File: src/rtl/pipeline_control_unit.sv
`default_nettype none
// ============================================================================
// Module   : pipeline_control_unit
// Purpose  : Control path for the pipelined MIPS datapath. Decodes the
//            ID-stage instruction into a control bundle and carries it through
//            the ID/EX, EX/MEM and MEM/WB control registers. Detects load-use
//            hazards, generates EX forwarding selects, applies flush/freeze,
//            and tracks a sticky halt once HALT retires.
// Ports    : CLK, nRST (async, active low)   clock / reset
//            instr[31:0]                     ID-stage instruction
//            freeze                          hold every control register
//            flush                           squash the ID-stage instruction
//            hazard_stall                    load-use stall request
//            ex_*   (alu_op, alu_src, extop, pc_src, bne)  EX controls
//            fwd_a, fwd_b                    EX operand forwarding selects
//            mem_memwr, mem_memren           MEM controls
//            wb_regwr, wb_memtoreg, wb_wsel  WB controls
//            halt                            sticky HALT-retired flag
// Revision : 1.0 - initial release
// ============================================================================
module pipeline_control_unit #(
  parameter int REG_W     = 5,
  parameter int ALUOP_W   = 4,
  parameter int HAZARD_EN = 1,
  parameter int FWD_EN    = 1
) (
  input  logic               CLK,
  input  logic               nRST,
  input  logic [31:0]        instr,
  input  logic               freeze,
  input  logic               flush,
  output logic               hazard_stall,
  output logic [ALUOP_W-1:0] ex_alu_op,
  output logic               ex_alu_src,
  output logic               ex_extop,
  output logic [1:0]         ex_pc_src,
  output logic               ex_bne,
  output logic [1:0]         fwd_a,
  output logic [1:0]         fwd_b,
  output logic               mem_memwr,
  output logic               mem_memren,
  output logic               wb_regwr,
  output logic               wb_memtoreg,
  output logic [REG_W-1:0]   wb_wsel,
  output logic               halt
);

  // ALU operation encoding (aluop_t)
  localparam logic [ALUOP_W-1:0] c_ALU_SLL  = ALUOP_W'(0);
  localparam logic [ALUOP_W-1:0] c_ALU_SRL  = ALUOP_W'(1);
  localparam logic [ALUOP_W-1:0] c_ALU_ADD  = ALUOP_W'(2);
  localparam logic [ALUOP_W-1:0] c_ALU_SUB  = ALUOP_W'(3);
  localparam logic [ALUOP_W-1:0] c_ALU_AND  = ALUOP_W'(4);
  localparam logic [ALUOP_W-1:0] c_ALU_OR   = ALUOP_W'(5);
  localparam logic [ALUOP_W-1:0] c_ALU_XOR  = ALUOP_W'(6);
  localparam logic [ALUOP_W-1:0] c_ALU_NOR  = ALUOP_W'(7);
  localparam logic [ALUOP_W-1:0] c_ALU_SLT  = ALUOP_W'(8);
  localparam logic [ALUOP_W-1:0] c_ALU_SLTU = ALUOP_W'(9);

  localparam logic [5:0] c_OP_RTYPE = 6'h00, c_OP_J    = 6'h02, c_OP_JAL  = 6'h03;
  localparam logic [5:0] c_OP_BEQ   = 6'h04, c_OP_BNE  = 6'h05, c_OP_ADDIU = 6'h09;
  localparam logic [5:0] c_OP_SLTI  = 6'h0A, c_OP_SLTIU = 6'h0B, c_OP_ANDI = 6'h0C;
  localparam logic [5:0] c_OP_ORI   = 6'h0D, c_OP_XORI = 6'h0E, c_OP_LUI  = 6'h0F;
  localparam logic [5:0] c_OP_LW    = 6'h23, c_OP_SW   = 6'h2B, c_OP_HALT = 6'h3F;

  localparam logic [5:0] c_FN_SLL  = 6'h00, c_FN_SRL  = 6'h02, c_FN_JR  = 6'h08;
  localparam logic [5:0] c_FN_ADDU = 6'h21, c_FN_SUBU = 6'h23, c_FN_AND = 6'h24;
  localparam logic [5:0] c_FN_OR   = 6'h25, c_FN_XOR  = 6'h26, c_FN_NOR = 6'h27;
  localparam logic [5:0] c_FN_SLT  = 6'h2A, c_FN_SLTU = 6'h2B;

  typedef struct packed {
    logic               halt;
    logic [ALUOP_W-1:0] alu_op;
    logic               alu_src;
    logic               extop;
    logic [1:0]         pc_src;
    logic               bne;
    logic               memwr;
    logic               memren;
    logic               regwr;
    logic               memtoreg;
    logic [REG_W-1:0]   wsel;
    logic [REG_W-1:0]   rs;
    logic [REG_W-1:0]   rt;
  } idex_t;

  typedef struct packed {
    logic             halt;
    logic             memwr;
    logic             memren;
    logic             regwr;
    logic             memtoreg;
    logic [REG_W-1:0] wsel;
  } exmem_t;

  typedef struct packed {
    logic             halt;
    logic             regwr;
    logic             memtoreg;
    logic [REG_W-1:0] wsel;
  } memwb_t;

  logic [5:0]       w_op, w_fn;
  logic [REG_W-1:0] w_rs, w_rt, w_rd;
  logic             w_unused_shamt;
  idex_t            w_dec, w_idex_d, r_idex;
  exmem_t           w_exmem_d, r_exmem;
  memwb_t           w_memwb_d, r_memwb;
  logic             r_halt;
  logic             w_halt;
  logic             w_hazard;

  assign w_op = instr[31:26];
  assign w_fn = instr[5:0];
  assign w_rs = REG_W'(instr[25:21]);
  assign w_rt = REG_W'(instr[20:16]);
  assign w_rd = REG_W'(instr[15:11]);
  assign w_unused_shamt = ^instr[10:6];

  // ---------------------------------------------------------------- decode
  always_comb begin
    w_dec = '0;
    case (w_op)
      c_OP_RTYPE: begin
        w_dec.rs    = w_rs;
        w_dec.rt    = w_rt;
        w_dec.regwr = 1'b1;
        w_dec.wsel  = w_rd;
        case (w_fn)
          c_FN_SLL:  w_dec.alu_op = c_ALU_SLL;
          c_FN_SRL:  w_dec.alu_op = c_ALU_SRL;
          c_FN_ADDU: w_dec.alu_op = c_ALU_ADD;
          c_FN_SUBU: w_dec.alu_op = c_ALU_SUB;
          c_FN_AND:  w_dec.alu_op = c_ALU_AND;
          c_FN_OR:   w_dec.alu_op = c_ALU_OR;
          c_FN_XOR:  w_dec.alu_op = c_ALU_XOR;
          c_FN_NOR:  w_dec.alu_op = c_ALU_NOR;
          c_FN_SLT:  w_dec.alu_op = c_ALU_SLT;
          c_FN_SLTU: w_dec.alu_op = c_ALU_SLTU;
          c_FN_JR: begin
            w_dec.regwr  = 1'b0;
            w_dec.wsel   = '0;
            w_dec.pc_src = 2'b11;
          end
          default:   w_dec = '0;
        endcase
      end
      c_OP_ADDIU, c_OP_SLTI, c_OP_SLTIU, c_OP_ANDI, c_OP_ORI, c_OP_XORI, c_OP_LUI: begin
        w_dec.rs      = w_rs;
        w_dec.rt      = w_rt;
        w_dec.regwr   = 1'b1;
        w_dec.wsel    = w_rt;
        w_dec.alu_src = 1'b1;
        w_dec.extop   = (w_op == c_OP_ADDIU) || (w_op == c_OP_SLTI) || (w_op == c_OP_SLTIU);
        case (w_op)
          c_OP_SLTI:  w_dec.alu_op = c_ALU_SLT;
          c_OP_SLTIU: w_dec.alu_op = c_ALU_SLTU;
          c_OP_ANDI:  w_dec.alu_op = c_ALU_AND;
          c_OP_ORI:   w_dec.alu_op = c_ALU_OR;
          c_OP_XORI:  w_dec.alu_op = c_ALU_XOR;
          // LUI: datapath presents imm<<16 on B and rs is $0, so an add yields it
          default:    w_dec.alu_op = c_ALU_ADD;
        endcase
      end
      c_OP_LW: begin
        w_dec.rs       = w_rs;
        w_dec.rt       = w_rt;
        w_dec.regwr    = 1'b1;
        w_dec.wsel     = w_rt;
        w_dec.memren   = 1'b1;
        w_dec.memtoreg = 1'b1;
        w_dec.alu_src  = 1'b1;
        w_dec.extop    = 1'b1;
        w_dec.alu_op   = c_ALU_ADD;
      end
      c_OP_SW: begin
        w_dec.rs      = w_rs;
        w_dec.rt      = w_rt;
        w_dec.memwr   = 1'b1;
        w_dec.alu_src = 1'b1;
        w_dec.extop   = 1'b1;
        w_dec.alu_op  = c_ALU_ADD;
      end
      c_OP_BEQ, c_OP_BNE: begin
        w_dec.rs     = w_rs;
        w_dec.rt     = w_rt;
        w_dec.alu_op = c_ALU_SUB;
        w_dec.extop  = 1'b1;
        w_dec.pc_src = 2'b01;
        w_dec.bne    = (w_op == c_OP_BNE);
      end
      c_OP_J:    w_dec.pc_src = 2'b10;
      c_OP_JAL: begin
        w_dec.pc_src = 2'b10;
        w_dec.regwr  = 1'b1;
        w_dec.wsel   = REG_W'(31);
      end
      c_OP_HALT: w_dec.halt = 1'b1;
      default:   w_dec = '0;
    endcase
    // $0 is hard-wired: a write to it is never a write
    if (w_dec.wsel == '0) w_dec.regwr = 1'b0;
  end

  // ---------------------------------------------------------------- hazard
  generate
    if (HAZARD_EN != 0) begin : g_hazard
      logic w_uses_rt;
      assign w_uses_rt = (w_op == c_OP_RTYPE) || (w_op == c_OP_SW) ||
                         (w_op == c_OP_BEQ) || (w_op == c_OP_BNE);
      assign w_hazard = r_idex.memren && (r_idex.wsel != '0) &&
                        ((r_idex.wsel == w_rs) || (w_uses_rt && (r_idex.wsel == w_rt)));
    end else begin : g_no_hazard
      assign w_hazard = 1'b0;
    end
  endgenerate

  // ---------------------------------------------------------------- next state
  assign w_halt = r_halt | r_memwb.halt;

  // flush outranks stall, but both resolve to the same bubble in ID/EX
  assign w_idex_d  = (flush || w_hazard || w_halt) ? '0 : w_dec;
  assign w_exmem_d = w_halt ? '0 : '{halt: r_idex.halt, memwr: r_idex.memwr,
                                     memren: r_idex.memren, regwr: r_idex.regwr,
                                     memtoreg: r_idex.memtoreg, wsel: r_idex.wsel};
  assign w_memwb_d = '{halt: r_exmem.halt, regwr: r_exmem.regwr,
                       memtoreg: r_exmem.memtoreg, wsel: r_exmem.wsel};

  always_ff @(posedge CLK or negedge nRST) begin
    if (!nRST) begin
      r_idex  <= '0;
      r_exmem <= '0;
      r_memwb <= '0;
      r_halt  <= 1'b0;
    end else begin
      if (r_memwb.halt) r_halt <= 1'b1;
      if (!freeze) begin
        r_idex  <= w_idex_d;
        r_exmem <= w_exmem_d;
        r_memwb <= w_memwb_d;
      end
    end
  end

  // ---------------------------------------------------------------- forwarding
  generate
    if (FWD_EN != 0) begin : g_fwd
      always_comb begin
        fwd_a = 2'b00;
        if (r_exmem.regwr && (r_exmem.wsel == r_idex.rs) && (r_idex.rs != '0))
          fwd_a = 2'b01;
        else if (r_memwb.regwr && (r_memwb.wsel == r_idex.rs) && (r_idex.rs != '0))
          fwd_a = 2'b10;
      end
      always_comb begin
        fwd_b = 2'b00;
        if (r_exmem.regwr && (r_exmem.wsel == r_idex.rt) && (r_idex.rt != '0))
          fwd_b = 2'b01;
        else if (r_memwb.regwr && (r_memwb.wsel == r_idex.rt) && (r_idex.rt != '0))
          fwd_b = 2'b10;
      end
    end else begin : g_no_fwd
      assign fwd_a = 2'b00;
      assign fwd_b = 2'b00;
    end
  endgenerate

  // ---------------------------------------------------------------- outputs
  assign hazard_stall = w_hazard;
  assign ex_alu_op    = r_idex.alu_op;
  assign ex_alu_src   = r_idex.alu_src;
  assign ex_extop     = r_idex.extop;
  assign ex_pc_src    = r_idex.pc_src;
  assign ex_bne       = r_idex.bne;
  assign mem_memwr    = r_exmem.memwr;
  assign mem_memren   = r_exmem.memren;
  assign wb_regwr     = r_memwb.regwr;
  assign wb_memtoreg  = r_memwb.memtoreg;
  assign wb_wsel      = r_memwb.wsel;
  assign halt         = w_halt;

endmodule
`default_nettype wire

File: config.mk
export PLATFORM = sky130hd
export DESIGN_NAME = pipeline_control_unit
export DESIGN_NICKNAME = d
export VERILOG_FILES = /design/src/rtl/pipeline_control_unit.sv
export SDC_FILE = /design/constraint.sdc
export NUM_CORES = 1
export LEC_CHECK = 0
export ABC_AREA = 1
export BUFFER_PORTS_ARGS = -buffer_cell sky130_fd_sc_hd__buf_2
export CAP_MARGIN = 20
export CELL_PAD_IN_SITES_DETAIL_PLACEMENT = 1
export CELL_PAD_IN_SITES_GLOBAL_PLACEMENT = 1
export CORE_MARGIN = 10
export CORE_UTILIZATION = 30
export DETAILED_ROUTE_END_ITERATION = 6
export PLACE_DENSITY = 0.63
export SYNTH_ARGS = -nofsm -noshare
export SYNTH_HDL_FRONTEND = slang
export SYNTH_SLANG_ARGS = --single-unit
File: constraint.sdc
create_clock -name CLK -period 1.6 [get_ports CLK]
set_input_delay 0 -clock CLK [delete_from_list [all_inputs] [get_ports CLK]]
set_output_delay 0 -clock CLK [all_outputs]
set_load 0.01 [all_outputs]
==> impl_metrics.tcl <==
set metrics [dict create \
    cp.arrival_ns 1.62 \
    ant_nets 0 \
    cts_buffers 5 \
    track_usage_pct 13.2 \
    critPathKind "register to output pin" \
    final_common_cell "nand2_1" \
    port_buffers 54 \
    fin_ws_ns -0.0179 \
    synthesis.instances 374 \
    cts_max_path_buffers 2 \
    rows 35 \
    syn_area_um2 2800 \
    critical-path-top-delay-family "simple AND/OR/NAND/NOR gates" \
    path_max_fanout 4 \
    ys_warn_count 0 \
    first_global_vias 2997 \
    nFillCells 1142 \
    initial_utilization_pct 30.6 \
    die_area_um2 13600 \
    endpoint_kind "output pin" \
    cts_root_buffer "clkbuf_8" \
    io_pins 60 \
    grt_max_degree 32 \
    synth_top_area_share_pct 41.1 \
    core_area_um2 9150 \
    fin_tns_setup_ns -0.0179 \
    place_hpwl_mm 6.65 \
    register_area_um2 1160 \
    worst-path-buf-inv 2 \
    worstPathCellList "buf_4, xor2_1, nor4_2, nand2_1, nor2_1, buf_2" \
    multi_input_area_um2 1450 \
    drv_slew 0 \
    grt_antenna_before_repair 0 \
    r2r_setup_slack_ns 0.02 \
    yosys.cell_types.count 33 \
    avgSynthCellArea_um2 7.50 \
    via_per_inst 4.95 \
    final_cell_mix "92 x nand2_1, 53 x buf_2, 40 x dfrtp_1" \
    clk_pin_slew_ns 0.10 \
    skew_ns 0.00810 \
    insertion_delay_ns 0.31 \
    clock-sinks 46 \
    final.period_utilization_pct 101 \
    firstDrtPassIters 4 \
    slew_headroom_pct 60.7 \
    status "finished with violations" \
    startpoint_type "register" \
    tightest_slew_ns 0.583 \
    cts_tree "yes" \
    syn_nets 410 \
    area_growth_pct 29.9 \
    ir_drop_uv 286 \
    route.detailed.drc 0 \
    num_antenna_cells 0 \
    wl_mm 8.65 \
    yosys-top-cells-area "dfrtp_1 41%, nand2_1 12%, nand3_1 6.8%" \
    synth_top_cell_by_area "dfrtp_1" \
    routedWlPerCell_um 15.4 \
    setup_viol 1 \
    cpPeakStageDelay_ns 0.43 \
    final_nets 487 \
    htree_levels 2 \
    violations "negative setup slack" \
    drtIter0Drc 68 \
    ys_ff_latch 46 \
    place_congestion 0.861 \
    p_leak_nw 1.90 \
    grt_pass1_wl_mm 14.6 \
    crit_slowest_cell "dfrtp_1" \
    ys_seq_area_share_pct 41.1 \
    power_mw 2.26 \
    rsz0062_at_grt "true" \
    preCtsSetupSlack_ns 0.0181 \
    hold_viol 0 \
    drive_gt1_share_pct 30.3 \
    cp.required_ns 1.60 \
    fin_crit_ns 1.62 \
    die_w_um 117 \
    hold_class "input pin to register" \
    overflow 0 \
    power.density_nw_per_um2 620 \
    fmax_mhz 618 \
    vias 2785 \
    die_h_um 117 \
    max-cap-violations 0 \
]
## metal layers
metal / GRT usage [%] / vias up / share of wire [%]
met3: 2.41 / 10 / 4.1
met4: 3.87 / 0 / 1.6
met5: 0 / - / 0
met2: 23.3 / 52 / 49
li1: - / 1393 / -
met1: 15.9 / 1330 / 45
## kinds of logic after synthesis
| group | share of synthesized area, % |
|---|---|
| buf+inv | 10.9 |
| compound gates | 11.6 |
| flops | 41.1 |
| xor+xnor | 5.00 |
| simple gates | 31.4 |
## cell type report
cell class              count  area share (%)
clock buffers               5            1.89
clock inverters             3           0.721
inverters                  40            4.12
multi-input cells         264            39.8
flip-flops and latches     46            31.8
well taps                 111            3.81
repair buffers             94            17.8
## tightest hold or removal path, delay by kind of cell
family	cells	cell delay, ns
AO/OA/AOI/OAI	1	0.07
buffers and inverters	2	0.23
## final timing paths
kind                              start      endpoint  depth (start not counted)
max in group asynchronous          nRST     r_idex[1]                          3
hold / removal                instr[26]        ex_bne                          3
setup / recovery              r_idex[2]      fwd_b[1]                          6
setup reg to reg             r_idex[10]  ex_pc_src[0]                          9
min in group asynchronous          nRST      wb_regwr                          2
hold reg to reg            ex_alu_op[0]  ex_alu_op[0]                          2
## synthesized netlist by cell type
cell type,instances
or2_2,1
a21boi_0,1
nand4_2,1
a2111oi_0,1
o21ai_0,30
inv_2,4
inv_1,36
a21bo_4,1
nor4_1,3
clkbuf_1,9
a21oi_1,12
nor3_1,4
or2_0,1
nand3_1,38
dfrtp_1,46
nor2_1,20
nor2_4,1
buf_2,1
nor4b_1,1
xnor2_1,5
o22ai_1,5
o211ai_1,1
nand3_2,3
nand2_2,2
nand4_1,20
o21ai_1,2
xor2_1,11
buf_4,11
nand2_1,92
a211oi_1,3
a31oi_1,2
nor2_2,3
buf_6,3
## sequential cells by signal, summed over array words and instances, names as in the netlist
signal       count
r_memwb          1
mem_memren       1
ex_alu_src       1
wb_wsel          5
ex_alu_op        4
mem_memwr        1
r_exmem          7
r_idex          19
wb_regwr         1
ex_pc_src        2
r_halt           1
ex_extop         1
ex_bne           1
wb_memtoreg      1
## per-stage QoR
stage               std cells  hold slack, ns  utilization, %  instance area, um2
finish                    563          0.0174            39.8                3640
detailed placement        525         -0.0627            34.6                3160
global route              563          0.0229            39.8                3640
CTS                       560          0.0236            38.9                3560
global placement          525         -0.0736            34.6                3160
floorplan                 374          -0.296               -                2800
## report_power, final
| group | switching [mW] | total, mW | internal [mW] |
|---|---|---|---|
| clock network | 0.465 | 0.790 | 0.326 |
| registers | 0.00619 | 1.17 | 1.17 |
| logic | 0.183 | 0.293 | 0.109 |
## timing repair
action | 4_1_cts | 5_1_grt
hold buffers | 11 | 0
resized for setup | 24 | 19
pin swaps | 11 | 10
endpoints found under the hold margin | 56 | 0
endpoints found under the setup margin | 5 | 33
buffers inserted | 16 | 3
(Power assumes the default switching activity.)
